--- src/rtl/mem_bus_arbiter_if.sv ---
// mem_bus_arbiter_if: data/instruction master ports and the shared slave bus of the arbiter
interface mem_bus_arbiter_if #(
  parameter int ADDR_W = 32,
  parameter int DATA_W = 32
);
  logic [ADDR_W-1:0] d_addr;
  logic [DATA_W-1:0] d_data;
  logic              d_we;
  logic              d_start;
  logic [DATA_W-1:0] d_q;
  logic              d_done;
  logic              d_ready;
  logic [ADDR_W-1:0] i_addr;
  logic              i_start;
  logic [DATA_W-1:0] i_q;
  logic              i_done;
  logic              i_ready;
  logic [ADDR_W-1:0] bus_addr;
  logic [DATA_W-1:0] bus_data;
  logic              bus_we;
  logic              bus_start;
  logic [DATA_W-1:0] bus_q;
  logic              bus_done;
  logic              bus_ready;
  modport master (
    output d_addr, d_data, d_we, d_start, i_addr, i_start, bus_q, bus_done, bus_ready,
    input  d_q, d_done, d_ready, i_q, i_done, i_ready, bus_addr, bus_data, bus_we, bus_start
  );
  modport slave (
    input  d_addr, d_data, d_we, d_start, i_addr, i_start, bus_q, bus_done, bus_ready,
    output d_q, d_done, d_ready, i_q, i_done, i_ready, bus_addr, bus_data, bus_we, bus_start
  );
endinterface

--- src/rtl/mem_bus_arbiter.sv ---
// mem_bus_arbiter: two-master (data over instruction) arbiter onto one memory bus slave
module mem_bus_arbiter #(
  parameter int ADDR_W = 32,
  parameter int DATA_W = 32
) (
  input logic clk,
  input logic reset,
  mem_bus_arbiter_if.slave bif
);
  typedef enum logic [1:0] {IDLE, ISSUE, WAIT} state_t;
  state_t state;
  logic owner;
  logic d_pend, i_pend, d_nxt, i_nxt, d_cap, i_cap, d_fin, i_fin, busy;
  logic [ADDR_W-1:0] d_a, i_a;
  logic [DATA_W-1:0] d_w, d_last, i_last;
  logic d_wr;
  assign busy  = state != IDLE;
  assign d_fin = bif.bus_done && busy && !owner;
  assign i_fin = bif.bus_done && busy && owner;
  assign d_cap = bif.d_start && (!d_pend || d_fin);
  assign i_cap = bif.i_start && (!i_pend || i_fin);
  assign d_nxt = d_cap || (d_pend && !d_fin);
  assign i_nxt = i_cap || (i_pend && !i_fin);
  assign bif.d_done = d_fin;
  assign bif.i_done = i_fin;
  assign bif.d_q = d_fin ? bif.bus_q : d_last;
  assign bif.i_q = i_fin ? bif.bus_q : i_last;
  always_ff @(posedge clk) begin
    if (reset) begin
      state         <= IDLE;
      owner         <= 1'b0;
      d_pend        <= 1'b0;
      i_pend        <= 1'b0;
      d_a           <= '0;
      d_w           <= '0;
      d_wr          <= 1'b0;
      i_a           <= '0;
      d_last        <= '0;
      i_last        <= '0;
      bif.d_ready   <= 1'b0;
      bif.i_ready   <= 1'b0;
      bif.bus_start <= 1'b0;
      bif.bus_addr  <= '0;
      bif.bus_data  <= '0;
      bif.bus_we    <= 1'b0;
    end else begin
      d_pend      <= d_nxt;
      i_pend      <= i_nxt;
      bif.d_ready <= !d_nxt;
      bif.i_ready <= !i_nxt;
      if (d_cap) begin
        d_a  <= bif.d_addr;
        d_w  <= bif.d_data;
        d_wr <= bif.d_we;
      end
      if (i_cap) i_a <= bif.i_addr;
      if (d_fin) d_last <= bif.bus_q;
      if (i_fin) i_last <= bif.bus_q;
      bif.bus_start <= 1'b0;
      case (state)
        IDLE: if ((d_pend || i_pend) && bif.bus_ready) begin
          // instruction fetches are always reads with zero write data
          state         <= ISSUE;
          owner         <= !d_pend;
          bif.bus_start <= 1'b1;
          bif.bus_addr  <= d_pend ? d_a : i_a;
          bif.bus_data  <= d_pend ? d_w : '0;
          bif.bus_we    <= d_pend && d_wr;
        end
        ISSUE:   state <= bif.bus_done ? IDLE : WAIT;
        WAIT:    if (bif.bus_done) state <= IDLE;
        default: state <= IDLE;
      endcase
    end
  end
endmodule

--- src/flat_wrapper.sv ---
// flat-port wrapper written by rule: the top's interface ports become plain ports
module mem_bus_arbiter_flat 
#(
  parameter int ADDR_W = 32,
  parameter int DATA_W = 32
)
  (clk, reset, bif_d_addr, bif_d_data, bif_d_we, bif_d_start, bif_i_addr, bif_i_start, bif_bus_q, bif_bus_done, bif_bus_ready, bif_d_q, bif_d_done, bif_d_ready, bif_i_q, bif_i_done, bif_i_ready, bif_bus_addr, bif_bus_data, bif_bus_we, bif_bus_start);
  mem_bus_arbiter_if #(.ADDR_W(ADDR_W), .DATA_W(DATA_W)) bif_i ();
  input logic clk;
  input logic reset;
  input wire logic [$bits(bif_i.d_addr)-1:0] bif_d_addr;
  input wire logic [$bits(bif_i.d_data)-1:0] bif_d_data;
  input wire logic [$bits(bif_i.d_we)-1:0] bif_d_we;
  input wire logic [$bits(bif_i.d_start)-1:0] bif_d_start;
  input wire logic [$bits(bif_i.i_addr)-1:0] bif_i_addr;
  input wire logic [$bits(bif_i.i_start)-1:0] bif_i_start;
  input wire logic [$bits(bif_i.bus_q)-1:0] bif_bus_q;
  input wire logic [$bits(bif_i.bus_done)-1:0] bif_bus_done;
  input wire logic [$bits(bif_i.bus_ready)-1:0] bif_bus_ready;
  output wire logic [$bits(bif_i.d_q)-1:0] bif_d_q;
  output wire logic [$bits(bif_i.d_done)-1:0] bif_d_done;
  output wire logic [$bits(bif_i.d_ready)-1:0] bif_d_ready;
  output wire logic [$bits(bif_i.i_q)-1:0] bif_i_q;
  output wire logic [$bits(bif_i.i_done)-1:0] bif_i_done;
  output wire logic [$bits(bif_i.i_ready)-1:0] bif_i_ready;
  output wire logic [$bits(bif_i.bus_addr)-1:0] bif_bus_addr;
  output wire logic [$bits(bif_i.bus_data)-1:0] bif_bus_data;
  output wire logic [$bits(bif_i.bus_we)-1:0] bif_bus_we;
  output wire logic [$bits(bif_i.bus_start)-1:0] bif_bus_start;
  assign bif_i.d_addr = bif_d_addr;
  assign bif_i.d_data = bif_d_data;
  assign bif_i.d_we = bif_d_we;
  assign bif_i.d_start = bif_d_start;
  assign bif_i.i_addr = bif_i_addr;
  assign bif_i.i_start = bif_i_start;
  assign bif_i.bus_q = bif_bus_q;
  assign bif_i.bus_done = bif_bus_done;
  assign bif_i.bus_ready = bif_bus_ready;
  assign bif_d_q = bif_i.d_q;
  assign bif_d_done = bif_i.d_done;
  assign bif_d_ready = bif_i.d_ready;
  assign bif_i_q = bif_i.i_q;
  assign bif_i_done = bif_i.i_done;
  assign bif_i_ready = bif_i.i_ready;
  assign bif_bus_addr = bif_i.bus_addr;
  assign bif_bus_data = bif_i.bus_data;
  assign bif_bus_we = bif_i.bus_we;
  assign bif_bus_start = bif_i.bus_start;
  mem_bus_arbiter #(.ADDR_W(ADDR_W), .DATA_W(DATA_W)) u_core (.clk(clk), .reset(reset), .bif(bif_i));
endmodule
--- config.mk ---
export PLATFORM = sky130hd
export DESIGN_NAME = mem_bus_arbiter_flat
export DESIGN_NICKNAME = d
export VERILOG_FILES = /design/src/rtl/mem_bus_arbiter_if.sv /design/src/rtl/mem_bus_arbiter.sv /design/src/flat_wrapper.sv
export SDC_FILE = /design/constraint.sdc
export NUM_CORES = 1
export LEC_CHECK = 0
export ABC_AREA = 1
export CAP_MARGIN = 20
export CORE_MARGIN = 1
export CORE_UTILIZATION = 49
export DETAILED_ROUTE_END_ITERATION = 10
export PLACE_DENSITY = 0.86
export SLEW_MARGIN = 15
export SYNTH_ARGS = -nofsm -noshare
export SYNTH_HDL_FRONTEND = slang
export SYNTH_SLANG_ARGS = --single-unit
--- constraint.sdc ---
create_clock -name clk -period 1.81 [get_ports clk]
set_input_delay 0.2715 -clock clk [delete_from_list [all_inputs] [get_ports clk]]
set_output_delay 0.2715 -clock clk [all_outputs]
set_load 0.02 [all_outputs]
==> impl_metrics.json, run 1 <==
{
  "maxSlewHeadroom": 0.469,
  "rrSetupSlack_ps": 10,
  "tightest_slew_ps": 796,
  "fin_ws_ps": -486,
  "die_height_um": 146,
  "start_util": 0.500,
  "yosysSeqAreaShare": 0.462,
  "fin_nets": 1929,
  "rr_worst_depth": 10,
  "syn_area_um2": 10100,
  "hold_violations": 0,
  "gp_congestion": 0.854,
  "switching_share": 0.282,
  "drtIter0Drc": 796,
  "drv_cap": 0,
  "io_buffer_count": 268,
  "yosysWarnings": 0,
  "dr.pass1.iters": 5,
  "power_switching_w": 0.00390,
  "status": "complete, but fails checks",
  "path_clk_slew_ps": 70,
  "ir_drop_uv": 727,
  "power_w": 0.0138,
  "finalSetupViolCount": 67,
  "violations": "negative setup slack",
  "vias": 11200,
  "nFillCells": 1264,
  "core_um2": 20300,
  "die-area_um2": 21300,
  "fin_area_um2": 15900,
  "p_comb_frac": 0.199,
  "dp.cells": 1986,
  "cp.required_ps": 1540,
  "finalSetupTns_ps": -20400,
  "post_drt_via_cell_ratio": 5.36,
  "std_cell_rows": 52,
  "powerDensity_nw_per_um2": 872,
  "path_class": "reg -> out",
  "fin_crit_sh": 1.27,
  "clockBufferDepth": 3,
  "clkPwrFrac": 0.393,
  "root_buffer": "clkbuf_16",
  "routed_wirelength_um": 39900,
  "hold_class": "in -> reg",
  "final_max_slew_viol_count": 0,
  "regToRegEndpoint": "u_core.d_w[26]",
  "synth_fp_nets": 1602,
  "grt_antenna_before_repair": 3,
  "crit_fanout": 6,
  "power.leakage_nw": 7.67,
  "syn_to_final_growth_pct": 56.2,
  "placed_area_um2": 13400,
  "timing.rr.start": "u_core.owner",
  "period_needed_ps": 2300,
  "seqPwrFrac": 0.408,
  "cp-endpoint": "bif_d_q[2]",
  "detailedPlace.worstSlack_ps": -568,
  "grt_pass1_vias": 9782,
  "grt_pass1_wl_um": 47800,
  "min_from": "reset",
  "ant_nets": 0,
  "syn_area_per_cell_um2": 6.92,
  "synth_cells": 1467,
  "critPathCaptureType": "output pin",
  "p_int_w": 0.00992,
  "drive_above_1_share": 0.238,
  "detailed_place_hpwl_um": 18700,
  "synth_cell_types": 23,
  "fin_worst_skew_ps": 14.7,
  "wl_per_cell_um": 19.1,
  "instances_no_fill": 2086,
  "fp.dieW_um": 146,
  "io-pin-count": 269,
  "max_freq_ghz": 0.436,
  "clock_latency_ps": 530,
  "drc_errors": 0,
  "track_usage": 0.271,
  "ys_ff_latch": 234,
  "ctsHoldBuffers": 0,
  "rsz0062_at_grt": "true",
  "start_kind": "flip-flop",
  "cts.sink_count": 234,
  "cts_tree": "yes",
  "arrival_ps": 2020,
  "cts_inserted_buffers": 25,
  "htreeDepth": 1,
  "grt.overflow.total": 0,
  "grt_max_degree": 72,
  "crit_start": "u_core.owner"
}
flip-flops by register name, indices dropped and copies added (netlist names):
| register | flops |
|---|---|
| u_core.state | 2 |
| u_core.d_w | 32 |
| u_core.bif.d_ready | 1 |
| u_core.i_pend | 1 |
| u_core.owner | 1 |
| u_core.i_a | 32 |
| u_core.d_a | 32 |
| u_core.bif.bus_we | 1 |
| u_core.bif.bus_addr | 32 |
| u_core.d_wr | 1 |
| u_core.d_last | 32 |
| u_core.bif.i_ready | 1 |
| u_core.d_pend | 1 |
| u_core.bif.bus_start | 1 |
| u_core.bif.bus_data | 32 |
| u_core.i_last | 32 |
layout by cell type (no fill, tap or decap):
master / instances
dfxtp_1: 231
nor2_1: 228
inv_1: 212
clkdlybuf4s50_1: 190
nand2_1: 181
nand3_1: 130
buf_4: 106
a21oi_1: 103
o21ai_0: 84
buf_6: 59
inv_2: 53
o21ai_4: 52
nand2_2: 39
clkbuf_16: 37
buf_12: 23
o21ai_2: 13
nand2_4: 13
o21ai_1: 11
dlymetal6s2s_1: 9
clkinv_2: 6
buf_2: 5
clkbuf_8: 4
diode_2: 3
clkinv_4: 3
clkbuf_1: 3
bufinv_16: 3
inv_4: 2
nand2_8: 2
nand3_4: 2
buf_16: 2
dfxtp_2: 2
nor2_8: 1
inv_6: 1
clkinvlp_4: 1
buf_8: 1
dfxtp_4: 1
final cells by class:
class	count	area (µm²)	area share
Sequential cell	234	4690	0.296
Multi-Input combinational cell	859	4620	0.292
Timing Repair Buffer	406	4310	0.272
Inverter	268	1020	0.0641
Clock buffer	33	717	0.0452
Tap cell	270	338	0.0213
Clock inverter	13	154	0.00971
Antenna cell	3	7.51	0.000474
metrics by stage:
| step | hold WS (ps) | utilization |
|---|---|---|
| after floorplan | 416 | - |
| after global placement | 432 | 0.661 |
| after detailed placement | 441 | 0.661 |
| after CTS | 171 | 0.710 |
| after global routing | 217 | 0.781 |
| final | 183 | 0.781 |
critical path, stage by stage (launching register included):
cell and delay [ps]:
dfxtp_1 330, inv_1 140, nand3_4 160, buf_12 190, buf_6 120, buf_12 140, nand2_4 90, o21ai_2 70
inv_1 120, buf_6 150
routing by layer:
layer / track usage / up-vias / share of wire
met1: 0.336 / 5081 / 0.35
li1: - / 5144 / -
met3: 0.0436 / 254 / 0.099
met5: 0 / - / 0
met2: 0.472 / 705 / 0.47
met4: 0.104 / 0 / 0.081
logic make-up (layout without fill, tap and decap cells):
| logic type | after synthesis | count (layout) | share of synthesized area |
|---|---|---|---|
| AND/OR/NAND/NOR | 596 | 596 | 0.242 |
| buffers and inverters | 374 | 720 | 0.158 |
| other | 0 | 3 | 0 |
| AO/OA/AOI/OAI | 263 | 263 | 0.138 |
| flip-flops | 234 | 234 | 0.462 |
worst min path at each step:
stage / endpoint / depth (start not counted)
detailed placement: u_core.state[1] / 1
finish: u_core.i_a[17] / 4
global route: u_core.i_a[17] / 4
CTS: u_core.d_w[31] / 4
floorplan: u_core.d_last[0] / 2
global placement: u_core.state[1] / 1
power groups by stage:
stage,Combinational (W),Sequential (W),Clock [W]
floorplan,0.00116,0.00578,0
global placement,0.00221,0.00571,0
detailed placement,0.00226,0.00572,0
CTS,0.00229,0.00562,0.00541
global route,0.00293,0.00566,0.00569
finish,0.00275,0.00563,0.00543
synthesized netlist by cell type, drive strengths merged:
| library cell | n | area [µm²] |
|---|---|---|
| inv | 268 | 1010 |
| nand2 | 235 | 901 |
| dfxtp | 234 | 4680 |
| nor2 | 229 | 876 |
| o21ai | 160 | 887 |
| nand3 | 132 | 678 |
| a21oi | 103 | 515 |
| buf | 65 | 437 |
| clkbuf | 41 | 164 |
what timing repair did:
action | 4_1_cts | 5_1_grt
gates cloned | 3 | 15
pin swaps | 0 | 27
hold endpoints to repair | 0 | 0
endpoints found under the setup margin | 68 | 140
gates resized for setup | 333 | 330
setup buffers | 3 | 31
Note: power is estimated with default switching activity, not from simulation.
==> run 2, diff against run 1 <==
==> constraint.sdc (replaced) <==
create_clock -name clk -period 2.6 [get_ports clk]
set_input_delay 0.39 -clock clk [delete_from_list [all_inputs] [get_ports clk]]
set_output_delay 0.39 -clock clk [all_outputs]
set_load 0.02 [all_outputs]
==> impl_metrics.json, run 2 (synthesis results as in run 1) <==
{
  "status": "completed",
  "post_cts_buffers": 0,
  "cts.sink_count": 234,
  "detailedPlace.worstSlack_ps": -18.2,
  "path_class": "in -> out",
  "grt_pass1_wl_um": 43700,
  "io-pin-count": 269,
  "cts_tree": "yes",
  "htreeDepth": 1,
  "track_usage": 0.246,
  "hold_violations": 0,
  "root_buffer": "clkbuf_16",
  "maxSlewHeadroom": 0.511,
  "grt_max_degree": 72,
  "die-area_um2": 21300,
  "power.leakage_nw": 7.35,
  "powerDensity_nw_per_um2": 635,
  "drtIter0Drc": 553,
  "tightest_slew_ps": 734,
  "layout_common_cells": "inv_1 (264), dfxtp_1 (233), nand2_1 (232), nor2_1 (228), clkdlybuf4s50_1 (206)",
  "drv_cap": 0,
  "fin_ws_ps": 65.4,
  "final_max_slew_viol_count": 0,
  "max_freq_ghz": 0.395,
  "gp_congestion": 0.853,
  "dr.pass1.iters": 5,
  "fin_crit_sh": 0.975,
  "arrival_ps": 2140,
  "finalSetupViolCount": 0,
  "clock_latency_ps": 510,
  "grt_antenna_before_repair": 3,
  "vias": 9645,
  "start_util": 0.500,
  "period_needed_ps": 2530,
  "detailed_place_hpwl_um": 17500,
  "std_cell_rows": 52,
  "grt.overflow.total": 0,
  "drc_errors": 0,
  "cts_inserted_buffers": 24,
  "io_buffer_count": 268,
  "crit_fanout": 21,
  "clockBufferDepth": 3,
  "ant_nets": 0,
  "wl_per_cell_um": 13.4,
  "final_common_cell": "inv_1",
  "grt_pass1_vias": 9096,
  "routed_wirelength_um": 26500,
  "ir_drop_uv": 430,
  "path_clk_slew_ps": 60,
  "core_um2": 20300,
  "cp.required_ps": 2210,
  "post_drt_via_cell_ratio": 4.90,
  "ctsHoldBuffers": 0,
  "hold_class": "in -> reg",
  "nFillCells": 1696,
  "fp.dieW_um": 146,
  "fin_nets": 1816,
  "syn_to_final_growth_pct": 35.5,
  "rsz0062_at_grt": "true",
  "critPathCaptureType": "output pin",
  "fin_worst_skew_ps": 12.9,
  "drive_above_1_share": 0.0572,
  "start_kind": "primary input",
  "holdWs_ps": 364,
  "die_height_um": 146
}
-- run 2: cell types whose count changed in the layout (fill, tap and decap cells not counted), moves of 16 or more --
cell and delta:
buf_4 -91, buf_6 -58, inv_1 +52, nand2_1 +51, o21ai_4 -51, inv_2 -50
nand2_2 -38, o21ai_1 +34, dlygate4sd2_1 +27, dlymetal6s2s_1 +23, clkdlybuf4s50_1 +16
-- run 2: path summary, 6_finish.rpt --
path | from | end | slack [ps] | cells after the start
setup / recovery | bif_bus_done | bif_i_q[14] | 70 | 8
hold / removal | reset | u_core.i_a[9] | 360 | 4
setup reg to reg | u_core.d_pend | u_core.bif.bus_data[9] | 780 | 6
hold reg to reg | u_core.state[1] | u_core.state[1] | 460 | 1
-- run 2: where the power goes --
group          switching, W  total, W  internal [W]  leakage [nW]
Sequential         0.000114   0.00392       0.00380          1.92
Combinational      0.000812   0.00144      0.000626          5.04
Clock               0.00134   0.00338       0.00203         0.391
Total               0.00227   0.00873       0.00646          7.35
-- run 2: timing repair --
action                                  CTS  global route
gates resized for setup                  30            54
cloned                                    0             0
endpoints found under the setup margin   28            36
-- run 2: routing by layer --
| metal | up-vias | global-route usage | share of wire |
|---|---|---|---|
| li1 | 4900 | - | - |
| met1 | 4333 | 0.309 | 0.43 |
| met2 | 360 | 0.425 | 0.47 |
| met3 | 50 | 0.0448 | 0.073 |
| met4 | 2 | 0.0842 | 0.028 |
| met5 | - | 0 | 0.00049 |
-- run 2: cell type report --
class / instances / area (µm²) / area share
Sequential cell: 234 / 4690 / 0.341
Multi-Input combinational cell: 859 / 3860 / 0.281
Timing Repair Buffer: 294 / 3050 / 0.222
Inverter: 268 / 1010 / 0.0734
Clock buffer: 41 / 786 / 0.0572
Tap cell: 270 / 338 / 0.0246
Clock inverter: 1 / 5.00 / 0.000364
Antenna cell: 2 / 5.00 / 0.000364
-- run 2: worst max-delay path, cell delays in order --
cell and delay [ps]:
clkdlybuf4s50_1 500, buf_4 140, nand3_4 110, buf_6 190
nand2_1 70, o21ai_1 90, inv_1 70, clkdlybuf4s50_1 590
-- run 2: stage by stage --
stage | cells | TNS (ps) | util | total power (W) | area, µm²
2_1_floorplan | 1467 | 0 | - | 0.00484 | 10100
3_3_place_gp | 1925 | 0 | 0.636 | 0.00543 | 12900
3_5_place_dp | 1925 | -18.2 | 0.636 | 0.00545 | 12900
4_1_cts | 1967 | 0 | 0.673 | 0.00881 | 13700
5_1_grt | 1969 | -58.7 | 0.677 | 0.00914 | 13700
6_report | 1969 | 0 | 0.677 | 0.00873 | 13700
==> run 3, diff against run 2 <==
--- a/config.mk
+++ b/config.mk
@@ -8,9 +8,9 @@
 export ABC_AREA = 1
 export CAP_MARGIN = 20
 export CORE_MARGIN = 1
-export CORE_UTILIZATION = 49
+export CORE_UTILIZATION = 30
 export DETAILED_ROUTE_END_ITERATION = 10
-export PLACE_DENSITY = 0.86
+export PLACE_DENSITY = 0.59
 export SLEW_MARGIN = 15
 export SYNTH_ARGS = -nofsm -noshare
 export SYNTH_HDL_FRONTEND = slang
==> impl_metrics.json, run 3 (synthesis results as in run 1) <==
{
  "syn_to_final_growth_pct": 37.8,
  "min_path_cells": 4,
  "path_class": "reg -> out",
  "final_max_slew_viol_count": 0,
  "drtIter0Drc": 463,
  "finalSetupTns_ps": 0,
  "arrival_ps": 2020,
  "drive_above_1_share": 0.0606,
  "critPathCaptureType": "output pin",
  "start_kind": "flip-flop",
  "finalSetupViolCount": 0,
  "min_from": "reset",
  "ctsResizeCount": 36,
  "drv_cap": 0,
  "fin_worst_skew_ps": 16.3,
  "fin_nets": 1818,
  "grt_pass1_wl_um": 45700,
  "final_common_cell": "inv_1",
  "track_usage": 0.163,
  "maxSlewHeadroom": 0.468,
  "root_buffer": "clkbuf_16",
  "dr.pass1.iters": 4,
  "post_cts_buffers": 0,
  "timing.rr.start": "u_core.d_pend",
  "htreeDepth": 1,
  "cts.sink_count": 234,
  "ant_nets": 0,
  "hold_end": "u_core.d_w[29]",
  "cts_tree": "yes",
  "status": "completed",
  "path_clk_slew_ps": 60,
  "vias": 9443,
  "cp.required_ps": 2210,
  "wl_per_cell_um": 13.5,
  "max_freq_ghz": 0.415,
  "io-pin-count": 269,
  "cts_inserted_buffers": 28,
  "grt_max_degree": 95,
  "detailed_place_hpwl_um": 18900,
  "utilization": 0.424,
  "die_height_um": 186,
  "start_util": 0.308,
  "io_buffer_count": 268,
  "post_drt_via_cell_ratio": 4.40,
  "fin_crit_sh": 0.926,
  "powerDensity_nw_per_um2": 641,
  "rsz0062_at_grt": "false",
  "drc_errors": 0,
  "hold_violations": 0,
  "hold_class": "in -> reg",
  "gp_congestion": 0.760,
  "dp.cells": 2095,
  "grt_antenna_before_repair": 4,
  "ir_drop_uv": 493,
  "grt.overflow.total": 0,
  "period_needed_ps": 2410,
  "instances_no_fill": 2145,
  "power.leakage_nw": 7.36,
  "routed_wirelength_um": 28900,
  "rrSetupSlack_ps": 840,
  "clock_latency_ps": 540,
  "tightest_slew_ps": 798,
  "ctsHoldBuffers": 0,
  "die-area_um2": 34600,
  "clockBufferDepth": 3,
  "grt_pass1_vias": 8837,
  "layout_common_cells": "inv_1 (264), dfxtp_1 (233), nand2_1 (232), nor2_1 (228), clkdlybuf4s50_1 (202)",
  "fp.dieW_um": 186,
  "core_um2": 32900,
  "nFillCells": 3424,
  "crit_fanout": 34,
  "rr_worst_depth": 4,
  "std_cell_rows": 66,
  "regToRegEndpoint": "u_core.bif.bus_data[27]"
}
==> run 3: power breakdown <==
part / internal (W) / switching, W
combinational: 0.000620 / 0.000821
clock: 0.00208 / 0.00153
sequential: 0.00380 / 0.000101
==> run 3: critical path: stages, from the launching register on <==
cell and delay, ps:
dfxtp_1 340, inv_2 60, nand2_8 100, nand3_2 130
buf_12 200, inv_1 60, clkdlybuf4s50_1 590
==> run 3: cell type report <==
type / instances / area [µm²] / share of cell area
Tap cell: 442 / 553 / 0.0395
Multi-Input combinational cell: 859 / 3860 / 0.276
Sequential cell: 234 / 4690 / 0.335
Clock buffer: 36 / 771 / 0.0551
Inverter: 268 / 1010 / 0.0721
Antenna cell: 2 / 5.00 / 0.000358
Timing Repair Buffer: 292 / 3010 / 0.215
Clock inverter: 12 / 80.1 / 0.00573
==> run 3: worst max-delay path by stage <==
stage	start	end	slack [ps]
4_1_cts	u_core.state[1]	bif_i_q[31]	0.6
6_report	u_core.state[1]	bif_d_done	190
2_1_floorplan	u_core.state[1]	bif_i_q[0]	1030
3_5_place_dp	bif_bus_done	bif_d_q[20]	-20
3_3_place_gp	bif_bus_done	bif_d_q[20]	40
5_1_grt	u_core.state[1]	bif_i_q[24]	30
==> run 3: through the flow <==
stage / hold slack, ps / total power, W / area, µm² / worst slack [ps]
after floorplan: 423 / 0.00484 / 10100 / 1030
after global placement: 435 / 0.00546 / 13100 / 40.7
after detailed placement: 442 / 0.00547 / 13100 / -22.8
after CTS: 275 / 0.00910 / 13900 / 0.610
after global routing: 312 / 0.00943 / 14000 / 33.0
final: 295 / 0.00896 / 14000 / 192
==> run 3: metal layers <==
metal  global-route usage  part of all wire
met1                0.218              0.46
met2                0.263              0.44
met3               0.0442             0.078
met4               0.0318             0.016
met5                    0           0.00093
